===== src/rtl/morse_pkg.sv =====
// Shared constants and types for the Morse receive path.
// The element encoding and ASCII codes match the transmit side.
package morse_pkg;

    localparam logic DOT  = 1'b0;
    localparam logic DASH = 1'b1;

    // Thresholds in dot units, compared against the saturating unit counter.
    localparam logic [2:0] LETTER_GAP = 3'd3;
    localparam logic [2:0] WORD_GAP   = 3'd7;
    localparam logic [2:0] DASH_MIN   = 3'd2;

    localparam int unsigned MAX_ELEMS = 6;

    localparam logic [7:0] SPACE    = 8'h20;
    localparam logic [7:0] ERR_CHAR = 8'h3F;

    typedef enum logic [1:0] {
        StIdle,
        StMark,
        StSpaceInLetter,
        StSpaceAfterLetter
    } state_e;

endpackage


===== src/rtl/morse_lut.sv =====
// Combinational Morse table: {len, pattern} -> ASCII for A-Z and 0-9.
// pattern bit 0 is the first element (0 = dot, 1 = dash); unused upper bits are zero.
module morse_lut
    import morse_pkg::*;
(
    input  logic [2:0] len,
    input  logic [5:0] pattern,
    output logic [7:0] ascii,
    output logic       valid
);

    always_comb begin
        ascii = ERR_CHAR;
        valid = 1'b1;
        case ({len, pattern})
            {3'd1, 6'b000000}: ascii = "E";
            {3'd1, 6'b000001}: ascii = "T";
            {3'd2, 6'b000010}: ascii = "A";
            {3'd2, 6'b000000}: ascii = "I";
            {3'd2, 6'b000011}: ascii = "M";
            {3'd2, 6'b000001}: ascii = "N";
            {3'd3, 6'b000001}: ascii = "D";
            {3'd3, 6'b000011}: ascii = "G";
            {3'd3, 6'b000101}: ascii = "K";
            {3'd3, 6'b000111}: ascii = "O";
            {3'd3, 6'b000010}: ascii = "R";
            {3'd3, 6'b000000}: ascii = "S";
            {3'd3, 6'b000100}: ascii = "U";
            {3'd3, 6'b000110}: ascii = "W";
            {3'd4, 6'b000001}: ascii = "B";
            {3'd4, 6'b000101}: ascii = "C";
            {3'd4, 6'b000100}: ascii = "F";
            {3'd4, 6'b000000}: ascii = "H";
            {3'd4, 6'b001110}: ascii = "J";
            {3'd4, 6'b000010}: ascii = "L";
            {3'd4, 6'b000110}: ascii = "P";
            {3'd4, 6'b001011}: ascii = "Q";
            {3'd4, 6'b001000}: ascii = "V";
            {3'd4, 6'b001001}: ascii = "X";
            {3'd4, 6'b001101}: ascii = "Y";
            {3'd4, 6'b000011}: ascii = "Z";
            {3'd5, 6'b011111}: ascii = "0";
            {3'd5, 6'b011110}: ascii = "1";
            {3'd5, 6'b011100}: ascii = "2";
            {3'd5, 6'b011000}: ascii = "3";
            {3'd5, 6'b010000}: ascii = "4";
            {3'd5, 6'b000000}: ascii = "5";
            {3'd5, 6'b000001}: ascii = "6";
            {3'd5, 6'b000011}: ascii = "7";
            {3'd5, 6'b000111}: ascii = "8";
            {3'd5, 6'b001111}: ascii = "9";
            default:           valid = 1'b0;
        endcase
    end

endmodule


===== src/rtl/morse_decoder.sv =====
// Morse receiver: synchronises the key line, times marks/spaces in dot units of K cycles
// and emits one ASCII strobe per letter and one space per word gap.
module morse_decoder
    import morse_pkg::*;
#(
    parameter int unsigned K = 50
) (
    input  logic       clk_in,
    input  logic       rst,
    input  logic       key_in,
    output logic       char_valid,
    output logic [7:0] char_code,
    output logic       char_err,
    output logic       busy
);

    localparam int unsigned PW = $clog2(K);

    logic key_m, key_s, key_prev;
    logic rise, fall, key_edge;

    always_ff @(posedge clk_in or negedge rst) begin
        if (!rst) begin
            key_m    <= 1'b0;
            key_s    <= 1'b0;
            key_prev <= 1'b0;
        end else begin
            key_m    <= key_in;
            key_s    <= key_m;
            key_prev <= key_s;
        end
    end

    assign rise     = key_s & ~key_prev;
    assign fall     = ~key_s & key_prev;
    assign key_edge = rise | fall;

    // Timer. Restarting at 2 credits the edge cycle and its detect cycle, so an exact
    // n-unit interval from a keyer with the same K reaches n units before the next edge.
    logic [PW-1:0] phase_q, phase_d;
    logic [2:0]    unit_q, unit_d;

    always_comb begin
        phase_d = phase_q;
        unit_d  = unit_q;
        if (key_edge) begin
            phase_d = PW'(2);
            unit_d  = 3'd0;
        end else if (phase_q == PW'(K - 1)) begin
            phase_d = '0;
            if (unit_q != 3'd7) begin
                unit_d = unit_q + 3'd1;
            end
        end else begin
            phase_d = phase_q + PW'(1);
        end
    end

    always_ff @(posedge clk_in or negedge rst) begin
        if (!rst) begin
            phase_q <= '0;
            unit_q  <= 3'd0;
        end else begin
            phase_q <= phase_d;
            unit_q  <= unit_d;
        end
    end

    // Element register and emit control.
    logic [5:0] pattern_q, pattern_d;
    logic [2:0] elem_cnt_q, elem_cnt_d;
    logic       ovf_q, ovf_d;
    logic       word_pend_q, word_pend_d;
    logic       emit_letter, emit_word;
    logic       at_letter_gap, at_word_gap;

    assign at_letter_gap = ~key_s & ~key_edge & (unit_q == LETTER_GAP);
    assign at_word_gap   = ~key_s & ~key_edge & (unit_q == WORD_GAP);

    always_comb begin
        pattern_d   = pattern_q;
        elem_cnt_d  = elem_cnt_q;
        ovf_d       = ovf_q;
        word_pend_d = word_pend_q;
        if (fall && unit_q != 3'd0) begin
            if (elem_cnt_q == 3'(MAX_ELEMS)) begin
                ovf_d = 1'b1;
            end else begin
                pattern_d[elem_cnt_q] = (unit_q >= DASH_MIN) ? DASH : DOT;
                elem_cnt_d            = elem_cnt_q + 3'd1;
            end
        end
        if (emit_letter) begin
            pattern_d   = '0;
            elem_cnt_d  = 3'd0;
            ovf_d       = 1'b0;
            word_pend_d = 1'b1;
        end
        if (emit_word) begin
            word_pend_d = 1'b0;
        end
    end

    always_ff @(posedge clk_in or negedge rst) begin
        if (!rst) begin
            pattern_q   <= '0;
            elem_cnt_q  <= 3'd0;
            ovf_q       <= 1'b0;
            word_pend_q <= 1'b0;
        end else begin
            pattern_q   <= pattern_d;
            elem_cnt_q  <= elem_cnt_d;
            ovf_q       <= ovf_d;
            word_pend_q <= word_pend_d;
        end
    end

    // Emit FSM.
    state_e state_q, state_d;

    always_ff @(posedge clk_in or negedge rst) begin
        if (!rst) begin
            state_q <= StIdle;
        end else begin
            state_q <= state_d;
        end
    end

    always_comb begin
        state_d = state_q;
        unique case (state_q)
            StIdle: begin
                if (rise) state_d = StMark;
            end
            StMark: begin
                if (fall) state_d = StSpaceInLetter;
            end
            StSpaceInLetter: begin
                if (rise) begin
                    state_d = StMark;
                end else if (at_letter_gap) begin
                    // A glitch-only space still owes a word gap if a letter preceded it.
                    state_d = (elem_cnt_q != 3'd0 || word_pend_q) ? StSpaceAfterLetter : StIdle;
                end
            end
            StSpaceAfterLetter: begin
                if (rise) begin
                    state_d = StMark;
                end else if (at_word_gap) begin
                    state_d = StIdle;
                end
            end
            default: state_d = StIdle;
        endcase
    end

    always_comb begin
        emit_letter = 1'b0;
        emit_word   = 1'b0;
        unique case (state_q)
            StSpaceInLetter:    emit_letter = at_letter_gap && (elem_cnt_q != 3'd0);
            StSpaceAfterLetter: emit_word   = at_word_gap && word_pend_q;
            default: begin
                emit_letter = 1'b0;
                emit_word   = 1'b0;
            end
        endcase
    end

    // Lookup and registered character outputs.
    logic [7:0] lut_ascii;
    logic       lut_valid;

    morse_lut u_lut (
        .len     (elem_cnt_q),
        .pattern (pattern_q),
        .ascii   (lut_ascii),
        .valid   (lut_valid)
    );

    logic       char_valid_q;
    logic [7:0] char_code_q;
    logic       char_err_q;

    always_ff @(posedge clk_in or negedge rst) begin
        if (!rst) begin
            char_valid_q <= 1'b0;
            char_code_q  <= 8'h00;
            char_err_q   <= 1'b0;
        end else begin
            char_valid_q <= emit_letter | emit_word;
            if (emit_letter) begin
                char_code_q <= (lut_valid && !ovf_q) ? lut_ascii : ERR_CHAR;
                char_err_q  <= ~(lut_valid && !ovf_q);
            end else if (emit_word) begin
                char_code_q <= SPACE;
                char_err_q  <= 1'b0;
            end
        end
    end

    assign char_valid = char_valid_q;
    assign char_code  = char_code_q;
    assign char_err   = char_err_q;
    assign busy       = (elem_cnt_q != 3'd0);

endmodule

===== config.mk =====
export PLATFORM = sky130hd
export DESIGN_NAME = morse_decoder
export DESIGN_NICKNAME = d
export VERILOG_FILES = /design/src/rtl/morse_pkg.sv /design/src/rtl/morse_lut.sv /design/src/rtl/morse_decoder.sv
export SDC_FILE = /design/constraint.sdc
export NUM_CORES = 1
export LEC_CHECK = 0
export CAP_MARGIN = 20
export CORE_UTILIZATION = 40
export CTS_CLUSTER_DIAMETER = 120
export DETAILED_ROUTE_END_ITERATION = 6
export PLACE_DENSITY = 0.69
export SLEW_MARGIN = 20
export SYNTH_ARGS = -nofsm -noshare
export SYNTH_HDL_FRONTEND = slang
export SYNTH_HIERARCHICAL = 1
export SYNTH_SLANG_ARGS = --single-unit
export TNS_END_PERCENT = 10

===== constraint.sdc =====
create_clock -name clk_in -period 3.2 [get_ports clk_in]
set_input_delay 0.64 -clock clk_in [delete_from_list [all_inputs] [get_ports clk_in]]
set_output_delay 0.64 -clock clk_in [all_outputs]
set_load 0.05 [all_outputs]

; Yosys cells after proc, flatten, opt, wreduce, memory -nomap -nowiden
; Index checks and enable logic that the tools add are counted.
[op_classes]
n_reduce_logical = 20
n_eq_ne = 49
n_lt_le_gt_ge = 3
bitwise_logic = 11
add_sub_neg = 3
muxes = 37
[ops]
columns = op, count
row1 = $pmux W7 S36, 1
row2 = $eq A9 B9 Y1 const B, 22
row3 = $eq A9 B8 Y1 const B, 12
row4 = $reduce_or A36 Y1, 1
row5 = $mux W6, 5
row6 = $mux W8, 3
row7 = $eq A9 B7 Y1 const B, 2
row8 = $mux W3, 6
row9 = $mux W2, 7
row10 = $mux W1, 12
row11 = $reduce_bool A2 Y1, 5
row12 = $ne A3 B3 Y1 const B, 3
row13 = $pmux W2 S4, 1
row14 = $add A3 B1 Y3 const B, 2
row15 = $add A6 B1 Y6 const B, 1
row16 = $bwmux W6, 1
row17 = $eq A3 B3 Y1 const B, 2
row18 = $eq A6 B6 Y1 const B, 1
row19 = $ne A2 B2 Y1 const B, 3
row20 = $reduce_and A2 Y1, 3
row21 = $reduce_bool A3 Y1, 2
row22 = $and A1 B1 Y1, 5
row23 = $logic_and A1 B1 Y1, 5
row24 = $eq A2 B2 Y1 const B, 2
row25 = other kinds (12), 16
[word_totals]
wordCells = 136
out_inout_bits = 11
reg_bits = 35

; Logic depth before layout (Yosys ltp)
; Gate-level depths: netlist of run 1.
[depth]
depth_word = 10
depth_mapped = 10
ltp_nobuf = 8

; Hierarchy
; Netlist of run 1, hierarchy kept.
[modules_own_cells]
columns = module, area_each_um2, instances, cells_per_inst, seq_area_each_um2
row1 = morse_decoder, 1711.6, 1, 162, 875.8
row2 = morse_lut, 706.9, 1, 113, 0.0

; Least setup slack after synthesis of run 1
; OpenSTA, ideal clock, no wires.
[synth_path]
path_type = register to register
start = reg elem_cnt_q[2]
end = reg char_code_q[6] (netlist: char_code[6])
setup_time_ns = 0.122
n_path_buf = 0
period_less_slack_ns = 2.146
slack_ns = 1.054
t_arrival_ns = 2.024
stages_incl_launch_ff = 8
required_ns = 3.078
path_cell_list = dfrtp_1 nor2b_4 and3_1 o311a_1 a211o_4 or2_1 nor2b_1 a32o_1
[synth_via]
elab_chain_cells = 6
word_cells_on_any_way = 46
classes_between = 36 x eq/ne / 5 x mux / 5 x reduce/logical
[synth_lines]
columns = item, line_no
row1 = "start, declared", morse_decoder.sv:71  ; logic [2:0] elem_cnt_q, elem_cnt_d;
row2 = "start signal, assigned", morse_decoder.sv:112  ; elem_cnt_q <= elem_cnt_d;
row3 = $eq A9 B7 Y1 (tied with other cells), morse_lut.sv:15  ; case ({len, pattern})
row4 = $reduce_or A36 Y1 (no line) *, --
row5 = $mux W1 *, morse_lut.sv:15
row6 = named net lut_valid, morse_decoder.sv:172  ; logic lut_valid;
row7 = $logic_and A1 B1 Y1 *, morse_decoder.sv:193  ; char_code_q <= (lut_valid && !ovf_q) ? lut_ascii : ERR_CHAR;
row8 = $mux W8 *, morse_decoder.sv:193
row9 = $mux W8 *, morse_decoder.sv:192  ; if (emit_letter) begin
row10 = "end signal, assigned", morse_decoder.sv:193
row11 = "end, declared", morse_decoder.sv:182  ; logic [7:0] char_code_q;
; The timed path passes the listed nets; every way through them passes the cells marked *.
; A chain may end at the register's enable or synchronous reset.

; Worst setup path in the final report of run 1
[layout_path]
start = reg elem_cnt_q[2]
end = out busy
[layout_via]
elab_chain_cells = 1
[layout_lines]
columns = item, line_no
row1 = $reduce_bool A3 Y1, morse_decoder.sv:205  ; assign busy = (elem_cnt_q != 3'd0);
row2 = "end, declared", morse_decoder.sv:14  ; output logic busy
; No other way between the ends.

==> metrics.cfg, run 1 <==
[timing]
tightest_slew_ns = 0.6701
fin_crit_ns = 2.822
max_clock_freq_mhz = 354.3
setup_tns_ns = 0
hold_viol_final = 0
period_share_pct = 88.20
timing.slew.headroom_pct = 55.32
grt_setup_unrepaired = false
setup_viol = 0
drv_slew = 0
skew_ns = 0.009673

[global_routing]
grt_pass1_wl_um = 9487
track_usage_pct = 19.07
grt_pass1_vias = 2000
antenna_found_initial = 0
grt_overflow = 0
grt_max_degree = 36

[route]
vias = 2092
viasPerCell = 5.876
drcViolationCount = 0
ant_nets = 0
wire_per_inst_um = 15.25
drtIter0Drc = 169
drt_wl_total_um = 5430
drt-pass1-iter-count = 5

[clock_tree]
cts.sinks = 35
cts_buffer_depth = 2
numCtsBuffers = 5
clk_latency_ns = 0.29
post-cts-setup-buffers = 0
ctsResizeCount = 0
cts_tree = yes
ctsHtreeMaxLevel = 2
clk_pin_slew_ns = 0.08
clock-root-buffer = clkbuf_8
cts_hold_buf = 0

[finish]
fin_cells = 356
diodes = 0
drive_above_1_share_pct = 6.690
area_growth_syn_to_layout_pct = 11.69
finish.utilization_pct = 47.60
final_common_cell = dfrtp_1
nNetsFinal = 299
layout_common_cells = dfrtp_1 (35), nor2_1 (30), nor3_1 (16)

[yosys]
synth_sequential_area_ratio_pct = 36.21
synth_edf_count = 0
syn_nets = 291
ys_warn_count = 6
synth.avg_cell_area_um2 = 8.795
yosysUniqueCellTypes = 62
synth_area_um2 = 2419
ys_seq_elements = 35
synth_flop_cell = dfrtp_1
ys_async_sr_fraction_pct = 100.0
syn_inst = 275

[worst_setup_path]
rr_worst_depth = 7
reg2reg_slack_ns = 0.52
crit_fanout = 21
critPathKind = flip-flop to output port
cp-start-kind = flip-flop
r2r-start = pattern_q[4]
crit_path_start = elem_cnt_q[2]
crit_required_ns = 2.56
arrival_ns = 2.18
critPathCaptureType = output port

[place]
port_buffers = 13
dp_hpwl_um = 3742
placedCellCount = 348
gp_congestion = 0.9727

[flow_run]
cap_violations = 0

[power]
pwr-share-comb_pct = 7.5
power_per_cell_area_nw_per_um2 = 369.0
p_sw_mw = 0.2368
power_mw = 0.9968
seq_power_share_pct = 49.2
switching_share_pct = 23.76
pwr-share-clk_pct = 43.3
leakage_nw = 1.060
ir_drop_mv = 0.2324
intPower_mw = 0.7599

[min_path]
min_from = key_m
hp-class = flip-flop to flip-flop
worstHoldPathCells = 0

[die]
dieArea_um2 = 6362
ioPinCount = 14
die_w_um = 79.76
start_util_pct = 42.61
fp-row-count = 27
die-height_um = 79.76
core_um2 = 5675

[outcome]
status = finished, final reports clean

## flip-flops by register name, summed over array words and instances (netlist names), 2 cells and up
name        flops
pattern_q       6
char_code       8
elem_cnt_q      3
unit_q          3
phase_q         6
state_q         2
## metal layers
| metal | routed length, um | vias up | GRT usage [%] |
|---|---|---|---|
| li1 | - | 1022 | - |
| met1 | 2610 | 1000 | 26.94 |
| met2 | 2482 | 65 | 29.40 |
| met3 | 275 | 5 | 3.543 |
| met4 | 61 | 0 | 5.893 |
| met5 | 0 | - | 0 |
## worst paths after layout
check                               endpoint
worst max-delay path                    busy
worst min-delay path                   key_s
worst max register to register  char_code[5]
worst min register to register         key_s
max in group asynchronous         phase_q[4]
min in group asynchronous       char_code[0]
## kinds of logic after synthesis
| logic type | after synthesis | synth area share [%] |
|---|---|---|
| and+or+nand+nor | 118 | 27.26 |
| muxes | 3 | 1.242 |
| adders and majority gates | 13 | 6.725 |
| xor gates and xnor gates | 7 | 2.535 |
| DFF | 35 | 36.21 |
| buffers and inverters | 30 | 5.846 |
| AOI/OAI and AO/OA | 68 | 20.02 |
| other | 1 | 0.1551 |
## cells in the mapped netlist (2+ instances only)
cell type | instances | share of area (%)
dfrtp_1 | 35 | 36
nor2_1 | 30 | 4.7
nor3_1 | 16 | 3.3
nand2_1 | 15 | 2.3
a21oi_1 | 14 | 2.9
inv_1 | 14 | 2.2
ha_1 | 13 | 6.7
nand3_1 | 12 | 2.5
o21ai_0 | 11 | 2.3
nand2b_1 | 8 | 2.1
nand4_1 | 6 | 1.6
o211ai_1 | 6 | 1.9
a211oi_1 | 5 | 1.6
buf_2 | 5 | 1.0
nor2b_1 | 5 | 1.3
xnor2_1 | 5 | 1.8
a31oi_1 | 4 | 1.0
a32o_1 | 4 | 1.7
buf_4 | 4 | 1.2
clkbuf_1 | 4 | 0.62
a22o_1 | 3 | 1.1
a311oi_1 | 3 | 1.1
and3_1 | 3 | 0.78
mux2i_1 | 3 | 1.2
nor4b_1 | 3 | 1.1
or2_1 | 3 | 0.78
and2_1 | 2 | 0.52
buf_1 | 2 | 0.31
nor4_1 | 2 | 0.52
o31a_1 | 2 | 0.72
xor2_1 | 2 | 0.72
## stage by stage
stage	area, um2	hold WS (ns)	setup WS (ns)
finish	2701	0.3786	0.3778
global route	2701	0.3916	0.2726
CTS	2701	0.3763	0.3685
detailed placement	2580	0.3575	0.5832
global placement	2580	0.3338	0.6788
floorplan	2419	0.3312	1.054
## power groups by stage
stage / sequential, mW / combinational [mW] / clock (mW)
2_1_floorplan: 0.493 / 0.0570 / 0
3_3_place_gp: 0.498 / 0.0746 / 0
3_5_place_dp: 0.499 / 0.0762 / 0
4_1_cts: 0.490 / 0.0766 / 0.445
5_1_grt: 0.496 / 0.0849 / 0.458
6_report: 0.491 / 0.0749 / 0.431
## area by class of cell
| type | count | area, um2 |
|---|---|---|
| tap | 72 | 90.09 |
| sequential | 35 | 875.8 |
| clock inverter | 2 | 38.79 |
| fill | 547 | 2974 |
| inverter | 14 | 52.55 |
| timing repair buffer | 17 | 160.2 |
| multi-input combinational | 210 | 1401 |
| clock buffer | 6 | 82.58 |
## worst max-delay path: stages, from the launching register on
cell,delay [ns]
dfrtp_1,0.77
nand2b_1,0.29
clkdlybuf4s50_1,0.84
Power figures use the tool's default switching activity.
==> inputs of run 2 (changes only) <==
--- a/config.mk
+++ b/config.mk
@@ -13,6 +13,5 @@
 export SLEW_MARGIN = 20
 export SYNTH_ARGS = -nofsm -noshare
 export SYNTH_HDL_FRONTEND = slang
-export SYNTH_HIERARCHICAL = 1
 export SYNTH_SLANG_ARGS = --single-unit
 export TNS_END_PERCENT = 10
==> metrics.cfg, run 2 <==
[clock_tree]
numCtsBuffers = 5  ; unchanged
ctsResizeCount = 0  ; unchanged
cts_tree = yes  ; unchanged
cts_hold_buf = 0  ; unchanged
clk_latency_ns = 0.29  ; about the same
cts.sinks = 34  ; was 35
post-cts-setup-buffers = 0  ; unchanged
clock-root-buffer = clkbuf_8  ; unchanged
ctsHtreeMaxLevel = 2  ; unchanged
clk_pin_slew_ns = 0.07  ; was 0.08 ns
cts_buffer_depth = 2  ; unchanged

[yosys]
synth_area_leaders = dfrtp_1 (37%), ha_1 (7.2%), nor2_1 (5.3%)  ; was dfrtp_1 (36%), ha_1 (6.7%), nor2_1 (4.7%)
synth_sequential_area_ratio_pct = 37.47  ; was 36.21%
ys_top_cells_by_count = dfrtp_1 (34), nor2_1 (32), a21oi_1 (20)  ; was dfrtp_1 (35), nor2_1 (30), nor3_1 (16)
yosysUniqueCellTypes = 54  ; was 62
ys_seq_elements = 34  ; was 35
yosys.area.top_type_share_pct = 37.47  ; was 36.21%
syn_nets = 276  ; was 291
ys_async_sr_fraction_pct = 100.0  ; unchanged
yosysMostFrequentCell = dfrtp_1  ; unchanged
syn_inst = 260  ; was 275
synth_area_um2 = 2271  ; was 2419 um2
synth_flop_cell = dfrtp_1  ; unchanged
ys_warn_count = 0  ; was 6
synth_edf_count = 0  ; unchanged
synth.avg_cell_area_um2 = 8.734  ; was 8.795 um2
synth_top_area_cell = dfrtp_1  ; unchanged

[finish]
n_fill_cell = 542  ; was 547
final_common_cell = dfrtp_1  ; unchanged
diodes = 0  ; unchanged
drive_above_1_share_pct = 7.143  ; was 6.690%
largest_reg_flops = 7  ; was 8
area_growth_syn_to_layout_pct = 11.52  ; was 11.69%
fin_area_um2 = 2532  ; was 2701 um2
nNetsFinal = 281  ; was 299
layout_common_cells = dfrtp_1 (34), nor2_1 (32), a21oi_1 (20)  ; was dfrtp_1 (35), nor2_1 (30), nor3_1 (16)

[die]
ioPinCount = 14  ; unchanged
die-height_um = 77.35  ; was 79.76 um
fp-row-count = 27  ; unchanged
die_w_um = 77.35  ; was 79.76 um
dieArea_um2 = 5982  ; was 6362 um2
start_util_pct = 41.50  ; was 42.61%
core_um2 = 5473  ; was 5675 um2

[timing]
setup_viol = 0  ; unchanged
tightest_slew_ns = 0.7662  ; was 0.6701 ns
period_share_pct = 87.71  ; was 88.20%
grt_setup_unrepaired = false  ; unchanged
max_clock_freq_mhz = 356.3  ; was 354.3 MHz
drv_slew = 0  ; unchanged
hold_viol_final = 0  ; unchanged
fin_crit_ns = 2.807  ; was 2.822 ns
timing.slew.headroom_pct = 48.38  ; was 55.32%
setup_tns_ns = 0  ; unchanged
holdWs_ns = 0.3651  ; was 0.3786 ns
skew_ns = 0.008820  ; was 0.009673 ns

[place]
port_buffers = 12  ; was 13
dpl_cell_area_um2 = 2390  ; was 2580 um2
gp_congestion = 0.8693  ; was 0.9727
dp_hpwl_um = 3420  ; was 3742 um

[route]
drtIter0Drc = 178  ; was 169
vias = 1951  ; was 2092
ant_nets = 0  ; unchanged
drt-pass1-iter-count = 5  ; unchanged
wire_per_inst_um = 14.34  ; was 15.25 um
viasPerCell = 5.772  ; was 5.876
drt_wl_total_um = 4848  ; was 5430 um
drcViolationCount = 0  ; unchanged

[worst_setup_path]
reg2reg_slack_ns = 0.69  ; was 0.52 ns
critPathCaptureType = output port  ; unchanged
crit_required_ns = 2.56  ; about the same
arrival_ns = 2.17  ; was 2.18 ns
critPathKind = flip-flop to output port  ; unchanged
cp-start-kind = flip-flop  ; unchanged
crit_fanout = 9  ; was 21

[min_path]
hp-class = flip-flop to flip-flop  ; unchanged

[flow_run]
cap_violations = 0  ; unchanged

[global_routing]
track_usage_pct = 17.48  ; was 19.07%
antenna_found_initial = 0  ; unchanged
grt_overflow = 0  ; unchanged
grt_max_degree = 35  ; was 36
grt_pass1_wl_um = 8404  ; was 9487 um
grt_pass1_vias = 1854  ; was 2000

[power]
power_mw = 1.042  ; was 0.9968 mW
power_per_cell_area_nw_per_um2 = 411.6  ; was 369.0 nW/um2
ir_drop_mv = 0.3231  ; was 0.2324 mV
leakage_nw = 1.093  ; was 1.060 nW

[outcome]
status = finished, final reports clean  ; unchanged

[run 2: changes by cell type after synthesis, sizes merged, moves of 4 or more]
| cell | delta |
|---|---|
| o211ai | -4 |
| nor3 | -9 |
| nor4b | -4 |
| a21oi | +6 |
| a32o | -4 |
| nand2b | -4 |
[run 2: kinds of logic after synthesis]
group / synth area share [%]
other: 0.1651
flip-flops: 37.47
buffers and inverters: 7.163
XOR/XNOR: 3.471
AO/OA/AOI/OAI: 20.28
multiplexers: 1.763
AND/OR/NAND/NOR: 22.53
adder cells (fa/ha/maj): 7.163
[run 2: layout make-up]
| class | count | area, um2 | area share, % |
|---|---|---|---|
| Multi-Input combinational cell | 196 | 1257 | 49.65 |
| Sequential cell | 34 | 850.8 | 33.60 |
| Timing Repair Buffer | 15 | 142.6 | 5.632 |
| Tap cell | 72 | 90.09 | 3.557 |
| Clock buffer | 6 | 82.58 | 3.261 |
| Clock inverter | 2 | 60.06 | 2.372 |
| Inverter | 13 | 48.80 | 1.927 |
[run 2: layer usage]
metal  up-vias  part of all wire [%]  global-route usage, %
li1        946                     -                      -
met5         -                     0                      0
met2        48                    49                  29.65
met3        12                   3.5                  3.412
met1       945                    45                  21.46
met4         0                   2.6                  7.736
[run 2: final timing paths]
kind                               start  cells after the start           end
max                        elem_cnt_q[0]                      4          busy
min                                key_m                      0         key_s
max reg2reg                elem_cnt_q[0]                      7  char_code[2]
min reg2reg                        key_m                      0         key_s
max in group asynchronous            rst                      2  pattern_q[1]
min in group asynchronous            rst                      2    state_q[1]
[run 2: report_power, final]
| group | internal [mW] | switching (mW) | leakage [nW] | total [mW] |
|---|---|---|---|---|
| clock | 0.332 | 0.160 | 0.0714 | 0.493 |
| combinational | 0.0305 | 0.0412 | 0.564 | 0.0717 |
| sequential | 0.451 | 0.0265 | 0.458 | 0.478 |
[run 2: per-stage QoR]
stage | instances | utilization, % | worst slack (ns)
detailed placement | 330 | 43.67 | 0.7189
global route | 338 | 46.27 | 0.2992
finish | 338 | 46.27 | 0.3933
global placement | 330 | 43.67 | 0.7583
CTS | 338 | 46.27 | 0.3849
floorplan | 260 | - | 0.8306
[run 2: worst max-delay path, stage by stage (launching register included)]
cell and delay (ns):
dfrtp_1 0.51, inv_1 0.14, ha_1 0.25, nand2b_1 0.15
clkdlybuf4s50_1 0.82
